`config.mk`:
```
export PLATFORM = sky130hd
export DESIGN_NAME = dm_access_arbiter_flat
export DESIGN_NICKNAME = d
export VERILOG_FILES = /design/src/rtl/dm_access_arbiter_if.sv /design/src/rtl/dm_access_arbiter.sv /design/src/flat_wrapper.sv
export SDC_FILE = /design/constraint.sdc
export NUM_CORES = 1
export LEC_CHECK = 0
export CAP_MARGIN = 20
export CORE_ASPECT_RATIO = 0.8
export CORE_MARGIN = 2
export CORE_UTILIZATION = 40
export CTS_BUF_LIST = sky130_fd_sc_hd__clkbuf_8
export DETAILED_ROUTE_END_ITERATION = 10
export HOLD_SLACK_MARGIN = 0.15
export PLACE_DENSITY = 0.83
export SYNTH_ARGS = -nofsm -noshare
export SYNTH_HDL_FRONTEND = slang
export SYNTH_SLANG_ARGS = --single-unit
```
`constraint.sdc`:
```
create_clock -name clk -period 6.7 [get_ports clk]
set_clock_uncertainty 0.1 [all_clocks]
set_input_delay 1.34 -clock clk [delete_from_list [all_inputs] [get_ports clk]]
set_output_delay 1.34 -clock clk [all_outputs]
set_load 0.005 [all_outputs]
```
`src/rtl/dm_access_arbiter_if.sv`:
```
// Requester-A / requester-B / data-memory signal bundle for dm_access_arbiter.
// slave  : arbiter side (drives grants, completions and the DM bus).
// master : environment side (requesters and the DM model).
interface dm_access_arbiter_if #(
    parameter int unsigned AW = 32,
    parameter int unsigned DW = 32
);
    // Requester A (core load/store port)
    logic          ReqA;
    logic          WrA;
    logic [2:0]    CtrlA;
    logic [AW-1:0] AddrA;
    logic [DW-1:0] WDataA;
    logic          GntA;
    logic          DoneA;
    logic [DW-1:0] RDataA;

    // Requester B (program/data loader port)
    logic          ReqB;
    logic          WrB;
    logic [2:0]    CtrlB;
    logic [AW-1:0] AddrB;
    logic [DW-1:0] WDataB;
    logic          GntB;
    logic          DoneB;
    logic [DW-1:0] RDataB;

    // Status
    logic          Err;
    logic          Busy;

    // Data memory side
    logic [AW-1:0] Address;
    logic [DW-1:0] DataWr;
    logic [2:0]    DMCtrl;
    logic          DMWr;
    logic [DW-1:0] DataRd;

    modport slave (
        input  ReqA, WrA, CtrlA, AddrA, WDataA,
        output GntA, DoneA, RDataA,
        input  ReqB, WrB, CtrlB, AddrB, WDataB,
        output GntB, DoneB, RDataB,
        output Err, Busy,
        output Address, DataWr, DMCtrl, DMWr,
        input  DataRd
    );

    modport master (
        output ReqA, WrA, CtrlA, AddrA, WDataA,
        input  GntA, DoneA, RDataA,
        output ReqB, WrB, CtrlB, AddrB, WDataB,
        input  GntB, DoneB, RDataB,
        input  Err, Busy,
        input  Address, DataWr, DMCtrl, DMWr,
        output DataRd
    );
endinterface

```
`src/rtl/dm_access_arbiter.sv`:
```
// dm_access_arbiter: shares the data memory between requester A (core) and
// requester B (loader). One access at a time, 3 cycles each:
//   SETUP  (Gnt pulse, DM address/data/ctrl latched)
//   ACCESS (single DMWr pulse for stores)
//   DONE   (Done pulse, load data returned in RData)
// Optional build macro DM_ALIGN_CHECK_EN: flag illegal DMCtrl codes and
// misaligned halfword/word accesses; such accesses never write DM and return
// RData=0 with Err=1.
module dm_access_arbiter #(
    parameter int unsigned AW         = 32,
    parameter int unsigned DW         = 32,
    parameter int unsigned FIXED_PRIO = 0
) (
    input  logic               clk,
    input  logic               rst,
    dm_access_arbiter_if.slave bus
);

    localparam int unsigned CW = 3;

    typedef enum logic [1:0] {
        IDLE   = 2'd0,
        SETUP  = 2'd1,
        ACCESS = 2'd2,
        DONE   = 2'd3
    } state_t;

    state_t state;
    logic   owner;       // 0 = A, 1 = B for the access in flight
    logic   last_owner;  // owner of the most recent grant
    logic   wr_q;        // access in flight is a store
    logic   fault_q;     // access in flight failed the alignment check

    logic          any_req_c;
    logic          pick_b_c;
    logic          win_wr_c;
    logic [CW-1:0] win_ctrl_c;
    logic [AW-1:0] win_addr_c;
    logic [DW-1:0] win_wdata_c;
    logic          win_fault_c;

`ifdef DM_ALIGN_CHECK_EN
    // Illegal code, odd halfword or non-word-aligned word access.
    function automatic logic access_fault(input logic [CW-1:0] ctrl,
                                          input logic [1:0]    alow);
        logic f;
        case (ctrl)
            3'b000, 3'b100: f = 1'b0;
            3'b001, 3'b101: f = alow[0];
            3'b010:         f = (alow != 2'b00);
            default:        f = 1'b1;
        endcase
        return f;
    endfunction
`endif

    // Arbitration: lone requester wins; on contention A wins under fixed
    // priority, otherwise whoever was not the last owner.
    always_comb begin
        any_req_c = bus.ReqA | bus.ReqB;
        pick_b_c  = 1'b0;
        if (bus.ReqB) begin
            if (!bus.ReqA)
                pick_b_c = 1'b1;
            else if ((FIXED_PRIO == 0) && (last_owner == 1'b0))
                pick_b_c = 1'b1;
        end
    end

    // Winner's access fields.
    always_comb begin
        win_wr_c    = pick_b_c ? bus.WrB    : bus.WrA;
        win_ctrl_c  = pick_b_c ? bus.CtrlB  : bus.CtrlA;
        win_addr_c  = pick_b_c ? bus.AddrB  : bus.AddrA;
        win_wdata_c = pick_b_c ? bus.WDataB : bus.WDataA;
`ifdef DM_ALIGN_CHECK_EN
        win_fault_c = access_fault(win_ctrl_c, win_addr_c[1:0]);
`else
        win_fault_c = 1'b0;
`endif
    end

    // Sequencer with registered outputs; pulses default low every cycle.
    always_ff @(posedge clk or posedge rst) begin
        if (rst) begin
            state       <= IDLE;
            owner       <= 1'b0;
            last_owner  <= 1'b1;
            wr_q        <= 1'b0;
            fault_q     <= 1'b0;
            bus.GntA    <= 1'b0;
            bus.GntB    <= 1'b0;
            bus.DoneA   <= 1'b0;
            bus.DoneB   <= 1'b0;
            bus.RDataA  <= '0;
            bus.RDataB  <= '0;
            bus.Err     <= 1'b0;
            bus.Busy    <= 1'b0;
            bus.Address <= '0;
            bus.DataWr  <= '0;
            bus.DMCtrl  <= '0;
            bus.DMWr    <= 1'b0;
        end else begin
            bus.GntA  <= 1'b0;
            bus.GntB  <= 1'b0;
            bus.DoneA <= 1'b0;
            bus.DoneB <= 1'b0;
            bus.DMWr  <= 1'b0;
            bus.Err   <= 1'b0;

            case (state)
                IDLE, DONE: begin
                    if (any_req_c) begin
                        state       <= SETUP;
                        owner       <= pick_b_c;
                        last_owner  <= pick_b_c;
                        wr_q        <= win_wr_c;
                        fault_q     <= win_fault_c;
                        bus.Address <= win_addr_c;
                        bus.DataWr  <= win_wdata_c;
                        bus.DMCtrl  <= win_ctrl_c;
                        bus.GntA    <= ~pick_b_c;
                        bus.GntB    <= pick_b_c;
                        bus.Busy    <= 1'b1;
                    end else begin
                        state    <= IDLE;
                        bus.Busy <= 1'b0;
                    end
                end

                SETUP: begin
                    state    <= ACCESS;
                    bus.DMWr <= wr_q & ~fault_q;
                end

                ACCESS: begin
                    state   <= DONE;
                    bus.Err <= fault_q;
                    if (owner == 1'b0) begin
                        bus.DoneA <= 1'b1;
                        if (fault_q)
                            bus.RDataA <= '0;
                        else if (!wr_q)
                            bus.RDataA <= bus.DataRd;
                    end else begin
                        bus.DoneB <= 1'b1;
                        if (fault_q)
                            bus.RDataB <= '0;
                        else if (!wr_q)
                            bus.RDataB <= bus.DataRd;
                    end
                end

                default: begin
                    state <= IDLE;
                end
            endcase
        end
    end

endmodule

```
`src/flat_wrapper.sv`:
```
// flat-port wrapper written by rule: the top's interface ports become plain ports
module dm_access_arbiter_flat 
#(
    parameter int unsigned AW         = 32,
    parameter int unsigned DW         = 32,
    parameter int unsigned FIXED_PRIO = 0
)
  (clk, rst, bus_ReqA, bus_WrA, bus_CtrlA, bus_AddrA, bus_WDataA, bus_GntA, bus_DoneA, bus_RDataA, bus_ReqB, bus_WrB, bus_CtrlB, bus_AddrB, bus_WDataB, bus_GntB, bus_DoneB, bus_RDataB, bus_Err, bus_Busy, bus_Address, bus_DataWr, bus_DMCtrl, bus_DMWr, bus_DataRd);
  dm_access_arbiter_if #(.AW(AW), .DW(DW)) bus_i ();
  input  logic clk;
  input  logic rst;
  input wire logic [$bits(bus_i.ReqA)-1:0] bus_ReqA;
  input wire logic [$bits(bus_i.WrA)-1:0] bus_WrA;
  input wire logic [$bits(bus_i.CtrlA)-1:0] bus_CtrlA;
  input wire logic [$bits(bus_i.AddrA)-1:0] bus_AddrA;
  input wire logic [$bits(bus_i.WDataA)-1:0] bus_WDataA;
  output wire logic [$bits(bus_i.GntA)-1:0] bus_GntA;
  output wire logic [$bits(bus_i.DoneA)-1:0] bus_DoneA;
  output wire logic [$bits(bus_i.RDataA)-1:0] bus_RDataA;
  input wire logic [$bits(bus_i.ReqB)-1:0] bus_ReqB;
  input wire logic [$bits(bus_i.WrB)-1:0] bus_WrB;
  input wire logic [$bits(bus_i.CtrlB)-1:0] bus_CtrlB;
  input wire logic [$bits(bus_i.AddrB)-1:0] bus_AddrB;
  input wire logic [$bits(bus_i.WDataB)-1:0] bus_WDataB;
  output wire logic [$bits(bus_i.GntB)-1:0] bus_GntB;
  output wire logic [$bits(bus_i.DoneB)-1:0] bus_DoneB;
  output wire logic [$bits(bus_i.RDataB)-1:0] bus_RDataB;
  output wire logic [$bits(bus_i.Err)-1:0] bus_Err;
  output wire logic [$bits(bus_i.Busy)-1:0] bus_Busy;
  output wire logic [$bits(bus_i.Address)-1:0] bus_Address;
  output wire logic [$bits(bus_i.DataWr)-1:0] bus_DataWr;
  output wire logic [$bits(bus_i.DMCtrl)-1:0] bus_DMCtrl;
  output wire logic [$bits(bus_i.DMWr)-1:0] bus_DMWr;
  input wire logic [$bits(bus_i.DataRd)-1:0] bus_DataRd;
  assign bus_i.ReqA = bus_ReqA;
  assign bus_i.WrA = bus_WrA;
  assign bus_i.CtrlA = bus_CtrlA;
  assign bus_i.AddrA = bus_AddrA;
  assign bus_i.WDataA = bus_WDataA;
  assign bus_GntA = bus_i.GntA;
  assign bus_DoneA = bus_i.DoneA;
  assign bus_RDataA = bus_i.RDataA;
  assign bus_i.ReqB = bus_ReqB;
  assign bus_i.WrB = bus_WrB;
  assign bus_i.CtrlB = bus_CtrlB;
  assign bus_i.AddrB = bus_AddrB;
  assign bus_i.WDataB = bus_WDataB;
  assign bus_GntB = bus_i.GntB;
  assign bus_DoneB = bus_i.DoneB;
  assign bus_RDataB = bus_i.RDataB;
  assign bus_Err = bus_i.Err;
  assign bus_Busy = bus_i.Busy;
  assign bus_Address = bus_i.Address;
  assign bus_DataWr = bus_i.DataWr;
  assign bus_DMCtrl = bus_i.DMCtrl;
  assign bus_DMWr = bus_i.DMWr;
  assign bus_i.DataRd = bus_DataRd;
  dm_access_arbiter #(.AW(AW), .DW(DW), .FIXED_PRIO(FIXED_PRIO)) u_core (.clk(clk), .rst(rst), .bus(bus_i));
endmodule
```
[Yosys cells after proc, flatten, opt, wreduce, memory -nomap -nowiden]
Index checks and enable logic that the tools add are counted.
Cells by class
  bitwise operators: 4
  reductions and logical operators: 5
  equal/unequal tests: 3
  multiplexer cells: 20
Operators with widths (number)
  $mux W32: 3
  $mux W1: 15
  $pmux W2 S3: 1
  $reduce_and A3 Y1: 2
  $eq A2 B2 Y1 const B: 2
  $mux W3: 1
  $not A1 Y1: 3
  $eq A2 B1 Y1 const B: 1
  $logic_not A2 Y1: 1
  $reduce_and A2 Y1: 1
  $reduce_or A2 Y1: 1
  $or A1 B1 Y1: 1
Word-level totals
  logic and storage cells: 47
  bits in registers: 142
  output and inout port bits: 138

[Depth between registers and ports, before layout]
  word-level depth: 6
  gate-level depth with buffers: 7
  mapped depth without buffers: 5

[Worst setup path after synthesis]
OpenSTA, ideal clock, no wires.
  path type: input to register
  start: in bus_ReqB
  end: reg u_core.bus.Address[10]
  path buffers: 2
  arrival time: 2072 ps
  data required time: 6523 ps
  cell stages on the path: 5
  setup time: 77 ps
  slack: 4451 ps
  cell sequence: o21ai_2 > buf_2 > buf_2 > a21oi_1 > a21oi_1
Between the ends
  cells in the longest elaborated chain, start to end: 2
  elaborated cells between the ends (all ways): 4
  those cells by class: mux: 2; bitwise: 1; reduce/logical: 1
RTL lines
  start: declaration: line flat_wrapper.sv:20  | input wire logic [$bits(bus_i.ReqB)-1:0] bus_ReqB;
  $mux W1 / $or A1 B1 Y1 (equally long branches): line dm_access_arbiter.sv:62, dm_access_arbiter.sv:60
  $mux W32 / $reduce_and A2 Y1 (equally long branches)
  end signal: assignment: line dm_access_arbiter.sv:119  | bus.Address <= win_addr_c;
  end: declaration: line dm_access_arbiter_if.sv:45  | output Address, DataWr, DMCtrl, DMWr,
Parallel ways exist; a longest one is shown, timed or not.
A chain may end at the register's enable or synchronous reset.

[Worst setup path after layout]
  start: in bus_ReqA
  end: reg u_core.bus.Address[20]
Between the ends
  cells in the longest elaborated chain, start to end: 3
  elaborated cells between the ends (all ways): 5
  those cells by class: mux: 3; bitwise: 1; reduce/logical: 1
RTL lines
  start: declaration: line flat_wrapper.sv:12  | input wire logic [$bits(bus_i.ReqA)-1:0] bus_ReqA;
  $mux W1: line dm_access_arbiter.sv:63  | if (!bus.ReqA)
  $mux W1: line dm_access_arbiter.sv:62  | if (bus.ReqB) begin
  $mux W32: line dm_access_arbiter.sv:74  | win_addr_c = pick_b_c ? bus.AddrB : bus.AddrA;
Parallel ways exist; a longest one is shown, timed or not.

==> impl_results.md <==
- Status: completed
- VDD IR-drop max: 0.0004036 V
- Clock Latency Late Sink: ~440 ps
- Placed Cells: about 950
- Total grt overflow: 0
- CTS buffer count: 17
- Synth cell types: 25
- Unrepaired setup endpoints after global routing: no
- Fin crit share: between 40% and 50%
- Wire per inst: around 18 um
- Vias per std cell: 5.097
- Fin. Hold Viols: 0
- Max FO, Critical Path: 37
- Setup violators final: 0
- Biggest area consumer among synthesized cells: dfrtp_1
- Setup Fix Bufs, Post-CTS: 0
- Die Ht: roughly 110 um
- First-pass GRT wire length: 27.74 mm
- Mapped Cells: ~480
- Met3 WL post-DR: 1.352 mm
- Syn_area_per_cell: 12.12 um^2
- Worst relative slew slack: 39.91%
- Vias in the first global route: 5243
- H-tree depth: 4
- Met2 WL: 8.570 mm
- Fillers: around 1000
- CTS Root Cell: clkbuf_8
- Worst slew pin tran: around 900 ps
- CTS tree: yes
- Final Non-Filler Cells: 976
- P per Cell Area: between 400 and 500 mW/mm^2
- Initial antenna violation count: 0
- Leakage: 3.902 nW
- Vias: ~5000
- CTS Hold Bufs: 0
- Reg power frac: 35.6%
- Post-synthesis sequential area ratio: 61.49%
- Total of max-cap violations: 0
- Total Neg Setup Slack: 0 ps
- Clk sinks: 142
- CP Launch Type: input port
- Synth warn: 0
- Switching share of power: 32.86%
- CP Class: in -> reg
- Total GRT Usage: a little under a quarter
- WL final: about 17 mm
- Synthesized cell area: just under 0.006 mm^2
- Share of layout cells above drive strength 1: 13.76%
- Fin. max-slew vios: 0
- Max Fclk: 320.3 MHz
- CP required: 6960 ps
- Post-DP HPWL: 12.71 mm
- Final #Nets: 954
- Post-cts resize count: 0
- Die area: 0.01543 mm^2
- I/O pins: 310
- Initial Utilization: between 40% and 50%
- Net load switching power: between 0.001 and 0.0015 W
- Fin util: approximately 66%
- Total DRC errors in the routed layout: 0
- Initial DRC count: approximately 250
- Min-Delay Path Class: reg -> reg
- Cell-internal power: 0.002946 W
- CTS max path bufs: 2
- Row count: 39
- Clock slew at reported path FFs: 80 ps
- Die Span X: 138.4 um
- Syn_nets: 651
- Area contributors post-synth: dfrtp_1, mux2_2, a21oi_1, a221o_1, and2_0
- Worst Path Arrival: approximately 3400 ps
- Largest net degree at the start of global routing: 73
- Core Area: 0.01420 mm^2
- Combinational Power Share: 48.8%
- Clk pwr share: 15.5%
- Top sig layer: met4
- Post-DRT Antenna Nets: 0
- Seq cells post-synth: 142
- GPL Wtd Cong: 0.8431
- CP Capture Type: flop
- # diodes: 0
- Met1 WL: ~7 mm
- Buffers on Ports: around 310
- Area fraction of the dominant cell type after synthesis: 61.04%
- Pre-antenna DRT Iters: 4
- Fin crit period: 3123 ps
- P&R area growth vs syn: 62.53%
-- registers in the layout, indices dropped and copies added (netlist names) --
signal	cells
u_core.bus.Address	32
u_core.bus.DataWr	32
u_core.bus.RDataA	32
u_core.bus.RDataB	32
u_core.bus.DMCtrl	3
u_core.state	2
u_core.bus.Busy	1
u_core.bus.DMWr	1
u_core.bus.DoneA	1
u_core.bus.DoneB	1
u_core.bus.GntA	1
u_core.bus.GntB	1
u_core.last_owner	1
u_core.owner	1
u_core.wr_q	1
-- stage by stage --
step | hold WS, ps | power (W) | area, um^2 | setup slack (ps)
finish | 386.9 | 0.004389 | 9395 | 3577
global route | 414.6 | 0.004679 | 9395 | 3487
CTS | 395.8 | 0.004429 | 9395 | 3661
detailed placement | 377.2 | 0.003725 | 8997 | 3178
global placement | 368.0 | 0.003648 | 8997 | 3286
floorplan | 377.5 | 0.002518 | 5781 | 1452
-- cells by family after synthesis --
family                     synth area share, %
AOI/OAI and AO/OA                        13.03
other                                  0.06487
muxes                                    12.47
and+or+nand+nor                          9.069
adders and majority gates               0.4328
DFF                                      61.49
buffers and inverters                    3.442
-- cell type report --
| class | instances | area, um^2 | area share [%] |
|---|---|---|---|
| clock buffers | 19 | 261.5 | 2.783 |
| clock inverters | 12 | 136.4 | 1.452 |
| inverters | 6 | 27.53 | 0.2930 |
| multi-input cells | 297 | 2042 | 21.73 |
| flip-flops and latches | 142 | 3555 | 37.83 |
| well taps | 184 | 230.2 | 2.450 |
| repair buffers | 316 | 3143 | 33.45 |
-- worst paths after layout --
| check | startpoint | to | slack (ps) | cells past startpoint |
|---|---|---|---|---|
| hold / removal | u_core.bus.Busy$_DFFE_PP0P_ | u_core.bus.Busy$_DFFE_PP0P_ | 390 | 1 |
| setup reg to reg | u_core.state[0]$_DFF_PP0_ | u_core.bus.RDataA[14]$_DFFE_PP0P_ | 4520 | 6 |
| hold reg to reg | u_core.bus.Busy$_DFFE_PP0P_ | u_core.bus.Busy$_DFFE_PP0P_ | 390 | 1 |
| max in group asynchronous | rst | u_core.bus.DMCtrl[1]$_DFFE_PP0P_ | 3850 | 3 |
| min in group asynchronous | rst | u_core.bus.RDataB[24]$_DFFE_PP0P_ | 1270 | 2 |
| setup / recovery | bus_ReqA | u_core.bus.Address[20]$_DFFE_PP0P_ | 3580 | 5 |
-- Yosys cell counts --
master	instances
o21ai_0	2
and2_1	4
a21bo_2	1
ha_1	2
dfstp_2	1
nor3_4	1
a221o_1	30
a21oi_1	77
conb_1	1
nand2_1	41
o21a_1	1
a21o_1	2
clkbuf_1	5
a21boi_1	1
o21ai_2	1
nand3b_1	1
mux2_2	62
buf_4	9
a21oi_2	1
and2_0	28
nor2_1	39
inv_1	6
buf_2	18
dfrtp_1	141
mux2_1	2
-- worst max-delay path: stages --
cell,delay [ps]
clkdlybuf4s50_1,560
o21ai_4,660
buf_4,490
a21oi_1,130
a21oi_1,180
-- cells in the final DEF, fill, tap and decap left out, drive strengths merged, types with 2 or more instances in the layout --
| master | synthesis | routed |
|---|---|---|
| clkbuf | 5 | 19 |
| clkdlybuf4s50 | 0 | 308 |
| and2 | 32 | 32 |
| a21o | 2 | 2 |
| nor2 | 39 | 39 |
| dfrtp | 141 | 141 |
| ha | 2 | 2 |
| inv | 6 | 8 |
| a221o | 30 | 30 |
| clkinv | 0 | 5 |
| buf | 27 | 8 |
| mux2 | 64 | 64 |
| bufinv | 0 | 2 |
| a21oi | 78 | 78 |
| clkinvlp | 0 | 3 |
| o21ai | 3 | 3 |
| nand2 | 41 | 41 |
-- per-layer routing --
| metal | vias to the layer above | global-route usage, % |
|---|---|---|
| met4 | 0 | 8.367 |
| met5 | - | 0 |
| met2 | 220 | 38.15 |
| met3 | 36 | 8.086 |
| met1 | 2454 | 27.65 |
| li1 | 2265 | - |
-- power groups by stage --
| stage | clock network (W) | registers, W | logic, W |
|---|---|---|---|
| floorplan | 0 | 0.00157 | 0.000952 |
| global placement | 0 | 0.00155 | 0.00210 |
| detailed placement | 0 | 0.00157 | 0.00216 |
| CTS | 0.000701 | 0.00156 | 0.00216 |
| global route | 0.000744 | 0.00162 | 0.00232 |
| finish | 0.000682 | 0.00156 | 0.00214 |
No activity file was read; power rests on OpenSTA's default activity.
